--- config.mk ---
export PLATFORM = sky130hd
export DESIGN_NAME = branch_update_queue_flat
export DESIGN_NICKNAME = d
export VERILOG_FILES = /design/src/rtl/branch_update_queue_if.sv /design/src/rtl/branch_update_queue.sv /design/src/flat_wrapper.sv
export SDC_FILE = /design/constraint.sdc
export NUM_CORES = 1
export LEC_CHECK = 0
export CAP_MARGIN = 5
export CORE_MARGIN = 2
export CORE_UTILIZATION = 45
export CTS_CLUSTER_DIAMETER = 150
export CTS_CLUSTER_SIZE = 24
export DETAILED_ROUTE_END_ITERATION = 8
export PLACE_DENSITY = 0.68
export SYNTH_ARGS = -nofsm -noshare
export SYNTH_HDL_FRONTEND = slang
export SYNTH_SLANG_ARGS = --single-unit
--- constraint.sdc ---
create_clock -name iCLOCK -period 3.8 [get_ports iCLOCK]
set_input_delay 0.57 -clock iCLOCK [delete_from_list [all_inputs] [get_ports iCLOCK]]
set_output_delay 0.57 -clock iCLOCK [all_outputs]
set_load 0.05 [all_outputs]
--- src/rtl/branch_update_queue_if.sv ---
// Execute-side result port and cache-side jump/update port of branch_update_queue.
// The producer/consumer environment drives master; the queue itself is the slave.
interface branch_update_queue_if;
    logic        iRESULT_VALID;
    logic        iRESULT_TAKEN;
    logic [31:0] iRESULT_INST_ADDR;
    logic [31:0] iRESULT_JUMP_ADDR;
    logic        oRESULT_LOCK;
    logic        iDRAIN_HOLD;
    logic        oJUMP_STB;
    logic        oJUMP_VALID;
    logic [31:0] oJUMP_ADDR;
    logic [31:0] oJUMP_INST_ADDR;

    modport master (
        output iRESULT_VALID, iRESULT_TAKEN, iRESULT_INST_ADDR, iRESULT_JUMP_ADDR,
        output iDRAIN_HOLD,
        input  oRESULT_LOCK, oJUMP_STB, oJUMP_VALID, oJUMP_ADDR, oJUMP_INST_ADDR
    );

    modport slave (
        input  iRESULT_VALID, iRESULT_TAKEN, iRESULT_INST_ADDR, iRESULT_JUMP_ADDR,
        input  iDRAIN_HOLD,
        output oRESULT_LOCK, oJUMP_STB, oJUMP_VALID, oJUMP_ADDR, oJUMP_INST_ADDR
    );
endinterface

--- src/rtl/branch_update_queue.sv ---
// FIFO of resolved branches drained one per cycle into the branch cache update port.
// Define BRANCH_UPDATE_QUEUE_DROP_EN to drop (and count) results arriving while full instead of locking.
module branch_update_queue #(
    parameter int DEPTH_N = 2
) (
    input  logic                  iCLOCK,
    input  logic                  inRESET,
    input  logic                  iFLUSH,
    branch_update_queue_if.slave  bus,
    output logic [7:0]            oDROP_COUNT
);
    localparam int                DEPTH      = 1 << DEPTH_N;
    localparam logic [DEPTH_N:0]  COUNT_FULL = (DEPTH_N + 1)'(DEPTH);

    typedef struct packed {
        logic        taken;
        logic [31:0] inst_addr;
        logic [31:0] jump_addr;
    } entry_t;

    entry_t             mem [DEPTH];
    logic [DEPTH_N-1:0] wr_ptr_q, wr_ptr_d;
    logic [DEPTH_N-1:0] rd_ptr_q, rd_ptr_d;
    logic [DEPTH_N:0]   count_q, count_d;
    logic               full, empty, push, pop;
    entry_t             head;

    assign full  = (count_q == COUNT_FULL);
    assign empty = (count_q == '0);
    assign push  = bus.iRESULT_VALID && !full && !iFLUSH;
    assign pop   = bus.oJUMP_STB && !iFLUSH;
    assign head  = mem[rd_ptr_q];

    assign bus.oJUMP_STB       = !empty && !bus.iDRAIN_HOLD;
    assign bus.oJUMP_VALID     = head.taken;
    assign bus.oJUMP_ADDR      = head.jump_addr;
    assign bus.oJUMP_INST_ADDR = head.inst_addr;

    always_comb begin
        wr_ptr_d = wr_ptr_q;
        rd_ptr_d = rd_ptr_q;
        count_d  = count_q;
        if (iFLUSH) begin
            wr_ptr_d = '0;
            rd_ptr_d = '0;
            count_d  = '0;
        end else begin
            if (push) wr_ptr_d = wr_ptr_q + 1'b1;
            if (pop)  rd_ptr_d = rd_ptr_q + 1'b1;
            case ({push, pop})
                2'b10:   count_d = count_q + 1'b1;
                2'b01:   count_d = count_q - 1'b1;
                default: count_d = count_q;
            endcase
        end
    end

    always_ff @(posedge iCLOCK or negedge inRESET) begin
        if (!inRESET) begin
            wr_ptr_q <= '0;
            rd_ptr_q <= '0;
            count_q  <= '0;
        end else begin
            wr_ptr_q <= wr_ptr_d;
            rd_ptr_q <= rd_ptr_d;
            count_q  <= count_d;
        end
    end

    // Storage carries no reset so it can map onto distributed/block RAM.
    always_ff @(posedge iCLOCK) begin
        if (push) begin
            mem[wr_ptr_q] <= '{taken:     bus.iRESULT_TAKEN,
                               inst_addr: bus.iRESULT_INST_ADDR,
                               jump_addr: bus.iRESULT_JUMP_ADDR};
        end
    end

`ifdef BRANCH_UPDATE_QUEUE_DROP_EN
    logic [7:0] drop_q, drop_d;

    always_comb begin
        drop_d = drop_q;
        if (bus.iRESULT_VALID && full && !iFLUSH && (drop_q != 8'hFF))
            drop_d = drop_q + 8'd1;
    end

    // Flush deliberately leaves the drop statistic intact.
    always_ff @(posedge iCLOCK or negedge inRESET) begin
        if (!inRESET) drop_q <= '0;
        else          drop_q <= drop_d;
    end

    assign bus.oRESULT_LOCK = 1'b0;
    assign oDROP_COUNT      = drop_q;
`else
    assign bus.oRESULT_LOCK = full;
    assign oDROP_COUNT      = 8'h00;
`endif

endmodule

--- src/flat_wrapper.sv ---
// flat-port wrapper written by rule: the top's interface ports become plain ports
module branch_update_queue_flat 
#(
    parameter int DEPTH_N = 2
)
  (iCLOCK, inRESET, iFLUSH, oDROP_COUNT, bus_iRESULT_VALID, bus_iRESULT_TAKEN, bus_iRESULT_INST_ADDR, bus_iRESULT_JUMP_ADDR, bus_iDRAIN_HOLD, bus_oRESULT_LOCK, bus_oJUMP_STB, bus_oJUMP_VALID, bus_oJUMP_ADDR, bus_oJUMP_INST_ADDR);
  branch_update_queue_if bus_i ();
  input  logic iCLOCK;
  input  logic inRESET;
  input  logic iFLUSH;
  output logic [7:0] oDROP_COUNT;
  input wire logic [$bits(bus_i.iRESULT_VALID)-1:0] bus_iRESULT_VALID;
  input wire logic [$bits(bus_i.iRESULT_TAKEN)-1:0] bus_iRESULT_TAKEN;
  input wire logic [$bits(bus_i.iRESULT_INST_ADDR)-1:0] bus_iRESULT_INST_ADDR;
  input wire logic [$bits(bus_i.iRESULT_JUMP_ADDR)-1:0] bus_iRESULT_JUMP_ADDR;
  input wire logic [$bits(bus_i.iDRAIN_HOLD)-1:0] bus_iDRAIN_HOLD;
  output wire logic [$bits(bus_i.oRESULT_LOCK)-1:0] bus_oRESULT_LOCK;
  output wire logic [$bits(bus_i.oJUMP_STB)-1:0] bus_oJUMP_STB;
  output wire logic [$bits(bus_i.oJUMP_VALID)-1:0] bus_oJUMP_VALID;
  output wire logic [$bits(bus_i.oJUMP_ADDR)-1:0] bus_oJUMP_ADDR;
  output wire logic [$bits(bus_i.oJUMP_INST_ADDR)-1:0] bus_oJUMP_INST_ADDR;
  assign bus_i.iRESULT_VALID = bus_iRESULT_VALID;
  assign bus_i.iRESULT_TAKEN = bus_iRESULT_TAKEN;
  assign bus_i.iRESULT_INST_ADDR = bus_iRESULT_INST_ADDR;
  assign bus_i.iRESULT_JUMP_ADDR = bus_iRESULT_JUMP_ADDR;
  assign bus_i.iDRAIN_HOLD = bus_iDRAIN_HOLD;
  assign bus_oRESULT_LOCK = bus_i.oRESULT_LOCK;
  assign bus_oJUMP_STB = bus_i.oJUMP_STB;
  assign bus_oJUMP_VALID = bus_i.oJUMP_VALID;
  assign bus_oJUMP_ADDR = bus_i.oJUMP_ADDR;
  assign bus_oJUMP_INST_ADDR = bus_i.oJUMP_INST_ADDR;
  branch_update_queue #(.DEPTH_N(DEPTH_N)) u_core (.iCLOCK(iCLOCK), .inRESET(inRESET), .iFLUSH(iFLUSH), .bus(bus_i), .oDROP_COUNT(oDROP_COUNT));
endmodule
==> results.md, run 1 <==
* Fmax at 0.2944 GHz
* Tmin final at 3.397 ns
* Placer Congestion at 0.7338
* Layout cells sized above 1 at 18.00%
* Mean Syn Cell Area at 24.31 sq um
* Clock Pin Slew Worst Setup and Hold Paths at 0.09 ns
* Grt ovf at 0
* DR vias at 4497
* All-Layer GR Usage at 15.07%
* Number of post-CTS setup repair buffers at 0
* P_leak at 0.003783 uW
* Row count at 54
* Chip height at 153.4 um
* Pre-CTS setup slack at 0.6860 ns
* # DRC at 0
* CTS tree: yes
* CP max-delay cell: dfrtp_4
* Num CTS Buffers at 15
* First drt pass iteration count at 4
* Status: completed
* Initial antenna violation count at 1
* Max-Cap Viols at 0
* P_sw at 1644 uW
* Post-route setup TNS at 0 ns
* Number of port buffers at 136
* Synth Cell Area at 10040 sq um
* Vias in the first global route at 4727
* Fin Clk Skew at 0.01779 ns
* PostCTS Resize Cnt at 0
* Final core occ at 55.55%
* Root Buffer: clkbuf_16
* Post-synthesis instance total at 413
* HP Class: input port to async pin
* P per Cell Area at 512.1 nW/um^2
* Final wirelength at 17.71 mm
* Sequential-to-total area share from yosys stat at 79.50%
* Crit-path max FO at 25
* Starting density of the core at 45.87%
* Worst path cell trace: buf_12 > mux4_2 > clkdlybuf4s50_1
* Clock power frac at 25.7%
* DIE WIDTH at 153.4 um
* CTS Buffer Depth at 3
* Worst setup margin at 0.4029 ns
* Die footprint at 23520 sq um
* Largest stage delay, worst path at 0.76 ns
* Synth Register Bits at 267
* CP startpoint kind: register
* Internal power at 4582 uW
* DR vias/cell at 5.335
* Wire per inst at 21.01 um
* Antenna Nets Post-Route at 0
* Actual slew at the worst max-slew pin at 0.7130 ns
* Final setup viols at 0
* Core area at 21890 sq um
* Max-slew violations at 0
* Final nets at 632
* Warning count from the yosys run at 0
* # fillers at 1662
* Worst VDD drop at 280.0 uV
* Logic pwr share at 19.6%
* Crit path kind: register to output port
* Crit end category: output port
* Number of placed I/O pins at 145
* Hold buffers post-CTS at 0
* Required time worst endpoint at 3.23 ns
* Sequential power share at 54.8%
* RSZ-0062 raised after global routing: no
* Post-synth cell types at 31
* Switching Share at 26.41%
* Final Cycle Share at 89.40%
* Pwr Total at 6227 uW
* DRT iter0 DRCs at 226
* Relative slew slack at 52.46%
* Clk sinks at 267
* Clock latency on the worst-skew pair at 0.47 ns
* Fin. Hold Viols at 0
* Crit path DAT at 2.83 ns
* H-tree depth at 1
* First-pass GRT wire length at 27.34 mm
* Dpl hpwl at 11.14 mm
* Largest net degree at the start of global routing at 46
* Synth-to-Final Area Change at 21.11%
==> placed cells by master (no fill, tap or decap), drive strengths merged, types with 2 or more instances in the layout <==
master and count:
edfxtp 260, nor3 3, o21ai 5, ha 4
conb 8, mux4 65, diode 2, inv 4
and2 4, buf 12, nor3b 5, nor2 7
clkdlybuf4s50 136, nand2 2, xnor2 4, dfrtp 7
a21oi 3, clkbuf 20
==> sequential cells by signal, summed over array words and instances, names as in the netlist <==
name	flops
u_core.count_q	3
u_core.mem	260
u_core.rd_ptr_q	2
u_core.wr_ptr_q	2
==> Yosys cell counts (all sizes together) <==
cell	n	area, sq um
nand2	2	7.510
edfxtp	260	7807
nor3b	5	47.54
nand2b	1	6.260
a22oi	1	7.510
o21ai	5	25.02
mux4	65	1464
nor2	7	26.28
a211oi	1	7.510
a21oi	3	15.01
a221oi	1	8.760
and2	4	25.02
o2bb2ai	1	8.760
conb	1	3.750
and3	1	6.260
ha	4	50.05
o21a	1	7.510
mux2i	1	10.01
buf	25	219.0
xnor2	4	35.03
fa	1	20.02
and3b	1	8.760
a21o	1	7.510
inv	4	15.01
clkbuf	3	11.26
nor3	3	15.01
dfrtp	7	175.2
==> metal layers <==
| metal | vias up | global-route usage (%) | share of wire, % |
|---|---|---|---|
| met4 | 2 | 2.971 | 1.4 |
| met3 | 19 | 3.005 | 6.3 |
| met5 | - | 0 | 0.073 |
| met2 | 143 | 25.64 | 50 |
| met1 | 2337 | 20.61 | 43 |
| li1 | 1996 | - | - |
==> area by class of cell <==
cell class	count	area (sq um)	area share [%]
Multi-Input combinational cell	121	1849	15.21
Inverter	4	15.01	0.1235
Clock buffer	20	394.1	3.241
Clock inverter	1	30.03	0.2469
Antenna cell	2	5.005	0.04116
Timing Repair Buffer	148	1526	12.55
Tap cell	280	350.3	2.881
Sequential cell	267	7990	65.71
==> final timing paths <==
path,start,to,slack (ns),cells past startpoint
min reg2reg,u_core.wr_ptr_q[1],u_core.wr_ptr_q[1],0.61,2
max,u_core.rd_ptr_q[0],bus_oJUMP_INST_ADDR[8],0.40,3
min in group iCLOCK,u_core.wr_ptr_q[1],u_core.wr_ptr_q[1],0.61,2
min,inRESET,u_core.count_q[2],0.35,1
max in group asynchronous,inRESET,u_core.rd_ptr_q[0],3.17,1
max reg2reg,u_core.count_q[2],u_core.mem[3][2],1.33,4
==> worst max-delay path: cells and delay by family (launching register included) <==
kind / cells / cell delay [ns]
muxes: 1 / 0.57
buffers and inverters: 2 / 1.01
DFF: 1 / 0.76
==> cells by family (layout without fill, tap and decap cells) <==
kind of cell	after synthesis	count (layout)	share of synthesized area, %
AO/OA/AOI/OAI	14	14	0.8723
XOR/XNOR	4	4	0.3489
adder cells (fa/ha/maj)	5	5	0.6978
buffers and inverters	32	173	2.442
flip-flops	267	267	79.50
multiplexers	66	66	14.68
other	1	10	0.03735
AND/OR/NAND/NOR	24	24	1.421
==> per-stage QoR <==
stage | cell area, sq um | std cells | hold slack [ns]
finish | 12160 | 843 | 0.3519
global route | 12160 | 841 | 0.3611
CTS | 12160 | 841 | 0.3468
detailed placement | 11730 | 820 | 0.5821
global placement | 11730 | 820 | 0.5667
floorplan | 10070 | 420 | 0.2744
==> power by group through the flow <==
stage	clock network, uW	registers, uW	logic (uW)
2_1_floorplan	0	3430	884
3_3_place_gp	0	3470	1220
3_5_place_dp	0	3480	1230
4_1_cts	1650	3410	1240
5_1_grt	1750	3430	1280
6_report	1600	3410	1220
Power figures use the tool's default switching activity.
==> run 2, diff against run 1 <==
Settings changed: CTS_CLUSTER_DIAMETER 150 to 40, DONT_BUFFER_PORTS set to 1, PLACE_DENSITY 0.68 to not set.
==> results.md, run 2 (same netlist as run 1, synthesis figures left out) <==
* Worst VDD drop at 397.5 uV (+42%)
* Placer Congestion at 0.7365 (+0.37%)
* Final instance area at 11380 sq um (-6.4%)
* P_sw at 2015 uW (+23%)
* Final wirelength at 17.23 mm (-2.7%)
* Hold path depth at 1
* Antenna Nets Post-Route at 0 (unchanged)
* Required time worst endpoint at 3.23 ns (about the same)
* Relative slew slack at 29.57% (-23 points)
* CTS Buffer Depth at 3 (unchanged)
* Vias in the first global route at 4449 (-5.9%)
* Initial antenna violation count at 0 (-1)
* CTS tree: yes
* Dpl hpwl at 9.917 mm (-11%)
* All-Layer GR Usage at 14.58% (-0.49 points)
* Grt ovf at 0 (unchanged)
* Fmax at 0.3339 GHz (+13%)
* CP startpoint kind: register
* Crit-path max FO at 25 (unchanged)
* GR Layer Usage met3 at 5.302% (+2.3 points)
* Crit path DAT at 2.43 ns (-0.40 ns)
* Met2 GRT Util at 24.26% (-1.4 points)
* Largest net degree at the start of global routing at 67 (+46%)
* Max-Cap Viols at 0 (unchanged)
* Cell count of the worst reg-to-reg path at 7 (+3)
* First-pass GRT wire length at 26.36 mm (-3.6%)
* Wire per inst at 23.31 um (+11%)
* DR vias/cell at 5.535 (+3.7%)
* Status: completed
* HP Class: input port to register
* Synth-to-Final Area Change at 13.38%
* Fin Clk Skew at 0.01624 ns (-0.001550 ns)
* Largest Register: u_core.mem
* # fillers at 1714 (+3.1%)
* Clock power frac at 40.4% (+15 points)
* Post-route setup TNS at 0 ns (unchanged)
* N_diodes at 0 (-2)
* Num CTS Buffers at 31 (+16)
* Tmin final at 2.995 ns (-0.4021 ns)
* Max reg flops at 260 (unchanged)
* Starting density of the core at 45.87% (unchanged)
* Crit path kind: register to output port
* CP max-delay cell: dfrtp_4
* Core area at 21890 sq um (unchanged)
* Number of port buffers at 0 (-100%)
* Die footprint at 23520 sq um (unchanged)
* Layout cells sized above 1 at 30.07% (+12 points)
* Most common cell after layout, fill and taps aside: edfxtp_1
* P_leak at 0.003550 uW (-6.2%)
* Met1 usage at 18.11% (-2.5 points)
* P per Cell Area at 636.7 nW/um^2 (+24%)
* Sequential power share at 47.2% (-7.6 points)
* DIE WIDTH at 153.4 um (unchanged)
* # DRC at 0 (unchanged)
* Final setup viols at 0 (unchanged)
* Clock latency on the worst-skew pair at 0.56 ns (+0.09 ns)
* Largest stage delay, worst path at 0.78 ns (+0.02 ns)
* FF/Latch Area at 7990 sq um (unchanged)
* RSZ-0062 raised after global routing: no
* Max-slew violations at 0 (unchanged)
* Fin. Hold Viols at 0 (unchanged)
* DRT iter0 DRCs at 234 (+3.5%)
* H-tree depth at 1 (unchanged)
* Gr busiest metal: met2
* Switching Share at 27.80% (+1.4 points)
* Row count at 54 (unchanged)
* Logic pwr share at 12.4% (-7.2 points)
* Actual slew at the worst max-slew pin at 1.053 ns (+0.3395 ns)
* Area after DPL at 10330 sq um (-12%)
* Number of placed I/O pins at 145 (unchanged)
* Worst path cell trace: buf_4 > mux4_2
* Root Buffer: clkbuf_16
* Commonest cells after routing, fill and taps aside: 260 x edfxtp_1, 65 x mux4_2, 31 x clkbuf_16, 8 x conb_1, 8 x inv_6
* Largest regs: u_core.mem: 260 flops, u_core.count_q: 3 flops
* Chip height at 153.4 um (unchanged)
* DR vias at 4090 (-9.1%)
* Clk sinks at 267 (unchanged)
* Crit end category: output port
* Final Cycle Share at 78.82% (-11 points)
* Multi-input gate area at 1849 sq um (unchanged)
* First drt pass iteration count at 4 (unchanged)
* Internal power at 5234 uW (+14%)
* Clock Pin Slew Worst Setup and Hold Paths at 0.06 ns (-0.03 ns)
* Final nets at 509 (-19%)
[run 2: cell types whose count changed in the layout (fill, tap and decap cells not counted), sizes merged, moves of 2 or more]
cell,delta
inv,+14
clkdlybuf4s50,-136
clkinv,+11
diode,-2
clkbuf,+11
buf,-4
[run 2: path summary, 6_finish.rpt]
| check | from | endpoint | slack (ns) |
|---|---|---|---|
| min in group asynchronous | inRESET | u_core.rd_ptr_q[1] | 0.37 |
| max in group asynchronous | inRESET | u_core.rd_ptr_q[0] | 3.13 |
| max | u_core.rd_ptr_q[0] | bus_oJUMP_INST_ADDR[23] | 0.80 |
| max reg2reg | u_core.count_q[0] | u_core.count_q[1] | 1.05 |
| min | iFLUSH | u_core.rd_ptr_q[1] | 0.07 |
| min reg2reg | u_core.wr_ptr_q[1] | u_core.wr_ptr_q[1] | 0.62 |
[run 2: routing by layer]
layer,vias to the layer above,wire length [um]
met1,2137,6777
met2,150,8494
met5,-,0
met3,31,1542
met4,0,410
li1,1772,-
[run 2: layout make-up]
type,instances,share of cell area (%)
clock buffers,31,6.814
repair buffers,9,1.165
multi-input cells,121,16.24
clock inverters,27,2.385
inverters,4,0.1319
flip-flops and latches,267,70.18
well taps,280,3.077
[run 2: what timing repair did]
item | CTS | global route
setup buffers | 0 | 0
gates resized for setup | 0 | 0
hold endpoints to repair | 7 | 0
hold buffers | 1 | 0
[run 2: per-stage QoR]
step / power, uW / hold slack (ns) / utilization (%) / instances / setup WS, ns
global placement: 4391 / 0.2747 / 47.18 / 680 / 1.220
global route: 7484 / 0.05141 / 52.01 / 739 / 0.6411
floorplan: 4317 / 0.2744 / - / 420 / 0.7445
finish: 7248 / 0.07402 / 52.01 / 739 / 0.8050
detailed placement: 4405 / 0.2746 / 47.18 / 680 / 1.078
CTS: 7341 / 0.04191 / 52.01 / 739 / 0.6976
[run 2: critical path: cells and delay by family, from the launching register on]
kind,cells,cell delay [ns]
buffers and inverters,1,0.36
multiplexers,1,0.71
flip-flops,1,0.78
[run 2: power groups by stage]
| stage | sequential, uW | clock, uW | combinational [uW] |
|---|---|---|---|
| global route | 3440 | 3110 | 938 |
| CTS | 3430 | 3000 | 916 |
| floorplan | 3430 | 0 | 884 |
| finish | 3420 | 2930 | 899 |
| global placement | 3480 | 0 | 907 |
| detailed placement | 3490 | 0 | 913 |
